==> config.mk <==
export PLATFORM = sky130hd
export DESIGN_NAME = uart_rx
export DESIGN_NICKNAME = d
export VERILOG_FILES = /design/src/rtl/uart_rx.sv
export SDC_FILE = /design/constraint.sdc
export NUM_CORES = 1
export LEC_CHECK = 0
export CAP_MARGIN = 20
export CORE_MARGIN = 8
export CORE_UTILIZATION = 48
export CTS_CLUSTER_SIZE = 8
export DETAILED_ROUTE_END_ITERATION = 8
export PLACE_DENSITY = 0.69
export SYNTH_ARGS = -nofsm -noshare
export SYNTH_HDL_FRONTEND = slang
export SYNTH_SLANG_ARGS = --single-unit
==> constraint.sdc <==
create_clock -name clk -period 2 [get_ports clk]
set_clock_uncertainty 0.2 [all_clocks]
set_input_delay 0.4 -clock clk [delete_from_list [all_inputs] [get_ports clk]]
set_output_delay 0.4 -clock clk [all_outputs]
set_load 0.01 [all_outputs]
==> src/rtl/uart_rx.sv <==
// uart_rx: UART receiver with a valid/ready byte interface and sticky error flags.
//
// Frames are 8N1 (LSB first) by default. Defining UART_RX_PARITY_EN switches to 8E1:
// a PARITY state samples one extra bit, the o_parity_err port appears, and a byte
// with bad parity is dropped instead of delivered.
//
// Ports:
//   clk          system clock
//   resetn       asynchronous active-low reset
//   rxd          serial line, idle high, asynchronous to clk
//   o_data       received byte, stable while o_valid is high
//   o_valid      o_data holds an unconsumed byte
//   i_ready      consumer takes o_data when o_valid & i_ready
//   o_frame_err  sticky: a stop bit was sampled low
//   o_overrun    sticky: a byte was dropped because o_data was still full
//   o_parity_err sticky: parity mismatch (only with UART_RX_PARITY_EN)
//   i_clr_err    one-cycle pulse clearing all sticky flags; a same-cycle set wins
//
// Parameter CLK_DIVIDER: clk cycles per bit, must be >= 4.

module uart_rx #(
    parameter int unsigned CLK_DIVIDER = 48
) (
    input  logic       clk,
    input  logic       resetn,
    input  logic       rxd,
    output logic [7:0] o_data,
    output logic       o_valid,
    input  logic       i_ready,
    output logic       o_frame_err,
    output logic       o_overrun,
`ifdef UART_RX_PARITY_EN
    output logic       o_parity_err,
`endif
    input  logic       i_clr_err
);

    localparam int unsigned CntW = $clog2(CLK_DIVIDER);
    localparam logic [CntW-1:0] CntFull = CntW'(CLK_DIVIDER - 1);
    localparam logic [CntW-1:0] CntHalf = CntW'(CLK_DIVIDER / 2 - 1);

    typedef enum logic [2:0] {
        StIdle,
        StStart,
        StData,
`ifdef UART_RX_PARITY_EN
        StParity,
`endif
        StStop,
        StBreak
    } state_e;

    state_e          state_q, state_d;
    logic [CntW-1:0] cnt_q, cnt_d;
    logic [2:0]      bit_idx_q, bit_idx_d;
    logic [7:0]      shift_q, shift_d;
    logic            deliver_q, deliver_d;
    logic [7:0]      data_q, data_d;
    logic            valid_q, valid_d;
    logic            frame_err_q, frame_err_d;
    logic            overrun_q, overrun_d;
    logic            rx_meta_q, rxs_q;
    logic            tick;
    logic            frame_set;
    logic            overrun_set;
`ifdef UART_RX_PARITY_EN
    logic            parity_err_q, parity_err_d;
    logic            parity_bad_q, parity_bad_d;
    logic            parity_set;
`endif

    // Two-flop synchronizer; reset to the idle (high) line level.
    always_ff @(posedge clk or negedge resetn) begin
        if (!resetn) begin
            rx_meta_q <= 1'b1;
            rxs_q     <= 1'b1;
        end else begin
            rx_meta_q <= rxd;
            rxs_q     <= rx_meta_q;
        end
    end

    assign tick = (cnt_q == '0);

    // Frame FSM: next state, bit timing and shift register.
    always_comb begin
        state_d   = state_q;
        cnt_d     = cnt_q;
        bit_idx_d = bit_idx_q;
        shift_d   = shift_q;
        deliver_d = 1'b0;
        frame_set = 1'b0;
`ifdef UART_RX_PARITY_EN
        parity_bad_d = parity_bad_q;
        parity_set   = 1'b0;
`endif

        if (state_q != StIdle && state_q != StBreak) begin
            cnt_d = cnt_q - CntW'(1);
        end

        case (state_q)
            StIdle: begin
                if (!rxs_q) begin
                    cnt_d   = CntHalf;
                    state_d = StStart;
                end
            end
            StStart: begin
                if (tick) begin
                    if (rxs_q) begin
                        // Start bit gone high at its midpoint: treat as a glitch.
                        state_d = StIdle;
                    end else begin
                        cnt_d     = CntFull;
                        bit_idx_d = 3'd0;
                        state_d   = StData;
                    end
                end
            end
            StData: begin
                if (tick) begin
                    shift_d   = {rxs_q, shift_q[7:1]};
                    cnt_d     = CntFull;
                    bit_idx_d = bit_idx_q + 3'd1;
                    if (bit_idx_q == 3'd7) begin
`ifdef UART_RX_PARITY_EN
                        state_d = StParity;
`else
                        state_d = StStop;
`endif
                    end
                end
            end
`ifdef UART_RX_PARITY_EN
            StParity: begin
                if (tick) begin
                    cnt_d        = CntFull;
                    state_d      = StStop;
                    // Even parity: data bits XOR parity bit must be zero.
                    parity_bad_d = (^shift_q) ^ rxs_q;
                    parity_set   = parity_bad_d;
                end
            end
`endif
            StStop: begin
                if (tick) begin
                    if (rxs_q) begin
`ifdef UART_RX_PARITY_EN
                        deliver_d = !parity_bad_q;
`else
                        deliver_d = 1'b1;
`endif
                        state_d   = StIdle;
                    end else begin
                        frame_set = 1'b1;
                        state_d   = StBreak;
                    end
                end
            end
            StBreak: begin
                // Hold off until the line returns high so a break is not re-read as frames.
                if (rxs_q) begin
                    state_d = StIdle;
                end
            end
            default: state_d = StIdle;
        endcase
    end

    // Output holding register, handshake and sticky flags.
    always_comb begin
        data_d      = data_q;
        valid_d     = valid_q;
        overrun_set = 1'b0;

        if (deliver_q) begin
            // shift_q is stable here: the FSM sits in IDLE/START during delivery.
            if (!valid_q || i_ready) begin
                data_d  = shift_q;
                valid_d = 1'b1;
            end else begin
                overrun_set = 1'b1;
            end
        end else if (valid_q && i_ready) begin
            valid_d = 1'b0;
        end

        frame_err_d = (frame_err_q && !i_clr_err) || frame_set;
        overrun_d   = (overrun_q && !i_clr_err) || overrun_set;
`ifdef UART_RX_PARITY_EN
        parity_err_d = (parity_err_q && !i_clr_err) || parity_set;
`endif
    end

    always_ff @(posedge clk or negedge resetn) begin
        if (!resetn) begin
            state_q     <= StIdle;
            cnt_q       <= '0;
            bit_idx_q   <= '0;
            shift_q     <= '0;
            deliver_q   <= 1'b0;
            data_q      <= '0;
            valid_q     <= 1'b0;
            frame_err_q <= 1'b0;
            overrun_q   <= 1'b0;
        end else begin
            state_q     <= state_d;
            cnt_q       <= cnt_d;
            bit_idx_q   <= bit_idx_d;
            shift_q     <= shift_d;
            deliver_q   <= deliver_d;
            data_q      <= data_d;
            valid_q     <= valid_d;
            frame_err_q <= frame_err_d;
            overrun_q   <= overrun_d;
        end
    end

`ifdef UART_RX_PARITY_EN
    always_ff @(posedge clk or negedge resetn) begin
        if (!resetn) begin
            parity_err_q <= 1'b0;
            parity_bad_q <= 1'b0;
        end else begin
            parity_err_q <= parity_err_d;
            parity_bad_q <= parity_bad_d;
        end
    end

    assign o_parity_err = parity_err_q;
`endif

    assign o_data      = data_q;
    assign o_valid     = valid_q;
    assign o_frame_err = frame_err_q;
    assign o_overrun   = overrun_q;

endmodule

==> metrics.md <==
| Metric | Value |
|---|---|
| IO buf count | 15 |
| Flop-to-flop setup slack | 0.11 ns |
| Max VDD drop | 0.482 mV |
| Post-CTS sizing | 0 |
| Placed Cells incl. Taps | 190 |
| Setup TNS | 0 ns |
| Slew headroom | 72.3% |
| Filler cell count | 286 |
| Worst-margin pin slew | 0.414 ns |
| Crit-path max FO | 11 |
| Tcrit/Tclk final | 94.3% |
| Worst hold-check path type | flop to flop |
| CP startpoint kind | flop |
| Arr. time, crit path | 1.90 ns |
| Leak | 0.830 nW |
| Top-count cell post-synth | dfrtp_1 |
| Cell variety after synth | 40 |
| Post-synthesis net count | 138 |
| Leading area contributor after synthesis | dfrtp_1 |
| CTS H-tree lvls | 2 |
| WL final | 2810 µm |
| Yosys top cell area share | 52.2% |
| PnR worst setup slack | 0.114 ns |
| CTS buffer count | 5 |
| Top cells by count, synth | 32 x dfrtp_1, 9 x nor2_1, 8 x inv_1, 8 x mux2_2, 8 x nand2_1 |
| Clk Latency, worst-skew pair | 0.32 ns |
| Placement Cell Area | 1760 µm² |
| Core ar. | 3050 µm² |
| Max Slew Vio Count | 0 |
| Detailed-route via count | 1056 |
| DR iter-0 viols | 49 |
| Setup crit start | cnt_q[1]$_DFF_PN0_ |
| Largest cells by area after synthesis | dfrtp_1 52%, mux2_2 5.9%, mux2_1 5.1% |
| Mean routed wirelength per cell | 14.2 µm |
| Avg Vias per Cell | 5.33 |
| Starting Density | 50.2% |
| Synth Cell Area | 1530 µm² |
| Post-synth EDFFs | 0 |
| Power per standard cell area | 1020 nW/µm² |
| DP Worst Slack | 0.0237 ns |
| Average size of a mapped cell | 11.8 µm² |
| GRT overflow | 0 |
| Crit. End Element | flop |
| Max_cap viols | 0 |
| Sequential element share of the synthesized area | 55.6% |
| Post-CTS setup buffer count | 0 |
| Worst r2r src | cnt_q[1]$_DFF_PN0_ |
| Max Clock Freq | 530 MHz |
| Fin cells | 198 |
| Length in cells of the worst reg-to-reg path | 7 |
| Die H | 72.5 µm |
| Mapped Cells | 130 |
| Initial antenna violation count | 0 |
| Worst-path cell chain | inv_1, ha_1, nor3b_2, buf_4, a31oi_1, nor3_1, a311o_1 |
| Hold slack | 0.166 ns |
| Initial DRT Pass Iterations | 4 |
| Root Driver | clkbuf_4 |
| Final core occ | 59.5% |
| Async SR Flop Fraction | 100% |
| Total GRT Usage | 12.5% |
| Io pins | 16 |
| Main flop type after synthesis | dfrtp_1 |
| CTS tree | built |
| CP max-delay cell | dfrtp_1 |
| CTS sink count | 34 |
| Yosys reg bits | 34 |
| Critical path data required time | 2.01 ns |
| Fin area | 1820 µm² |
| Diodes inserted | 0 |
| First-pass GRT wire length | 5130 µm |
| Endpoints failing setup | 0 |
| Post-DP HPWL | 2070 µm |
| Final #Nets | 161 |
| Status | complete, no violations |
| Min cycle time layout | 1.89 ns |
| Vias in the first global route | 1142 |
| Post-route DRC violation count | 0 |
| Tot Pwr | 1.86 mW |
| Die footprint | 5260 µm² |
| Routed Antenna Nets | 0 |
| R2R Path End | cnt_q[0]$_DFF_PN0_ |
| Largest net degree at the start of global routing | 35 |
| Max incr delay on CP | 0.41 ns |
| Crit path capture | cnt_q[0]$_DFF_PN0_ |
| RSZ-0062 raised after global routing | no |
| Gp weighted congestion | 0.797 |
| Row count | 20 |
| Layout cells sized above 1 | 18.8% |
| Die Width | 72.5 µm |
| Layout area overhead | 18.5% |
| Yosys warning count | 0 |
| Post-CTS Hold Buffers | 0 |
| Final hold violations | 0 |
| Clock Tree Buf Depth | 2 |
| Clock-pin slew on the worst setup and hold paths | 0.10 ns |
| Crit Path Category | flop to flop |
[worst min-delay path by stage]
stage | from | end | slack (ns) | depth (start not counted)
6_report | rx_meta_q$_DFF_PN1_ | rxs_q$_DFF_PN1_ | 0.17 | 0
5_1_grt | rx_meta_q$_DFF_PN1_ | rxs_q$_DFF_PN1_ | 0.17 | 0
4_1_cts | rx_meta_q$_DFF_PN1_ | rxs_q$_DFF_PN1_ | 0.17 | 0
3_5_place_dp | rx_meta_q$_DFF_PN1_ | rxs_q$_DFF_PN1_ | 0.15 | 0
3_3_place_gp | rx_meta_q$_DFF_PN1_ | rxs_q$_DFF_PN1_ | 0.15 | 0
2_1_floorplan | resetn | bit_idx_q[0]$_DFFE_PN0P_ | -0.1 | 0
[worst max-delay path: cells and delay by family (launching register included)]
kind,cells,cell delay (ns)
AND/OR/NAND/NOR,2,0.23
AO/OA/AOI/OAI,2,0.49
flip-flops,1,0.41
adder cells (fa/ha/maj),1,0.21
buffers and inverters,2,0.24
[metal layers]
metal,vias up,wire length [µm],global-route usage (%)
met5,-,0,0
met4,0,57,7.11
met3,7,157,3.86
met2,25,1360,20.0
met1,518,1230,14.3
li1,506,-,-
[layout make-up]
type | instances | area, µm² | area share, %
Sequential cell | 34 | 853 | 46.9
Multi-Input combinational cell | 84 | 632 | 34.8
Timing Repair Buffer | 20 | 188 | 10.3
Clock buffer | 7 | 55.1 | 3.03
Tap cell | 44 | 55.1 | 3.03
Inverter | 8 | 30.0 | 1.65
Clock inverter | 1 | 5.00 | 0.275
[flip-flops by register name (all words and copies together) (netlist names), 3 cells and up]
register and flops:
cnt_q 6, o_data 8, shift_q 8, bit_idx_q 3
state_q 3
[power by group]
group	switching [mW]	total, mW	internal (mW)
sequential	0.126	0.910	0.785
combinational	0.298	0.562	0.264
clock	0.213	0.383	0.170
[layout by cell type, fill, tap and decap left out, types with 5 or more instances in the layout]
cell type        Yosys  final
clkdlybuf4s50_1      0     15
mux2_1               7      7
a21oi_1              5      5
buf_4                1      5
inv_1                8      8
nand2_1              8      8
nor2_1               9      9
dfrtp_1             32     32
clkbuf_4             0      5
mux2_2               8      8
[logic make-up after synthesis]
| logic type | after synthesis | synth area share, % |
|---|---|---|
| buffers and inverters | 12 | 3.34 |
| AO/OA/AOI/OAI | 23 | 9.54 |
| AND/OR/NAND/NOR | 38 | 15.1 |
| flip-flops | 34 | 55.6 |
| adder cells (fa/ha/maj) | 3 | 2.45 |
| multiplexers | 16 | 11.7 |
| XOR/XNOR | 4 | 2.28 |
Power figures use the tool's default switching activity.
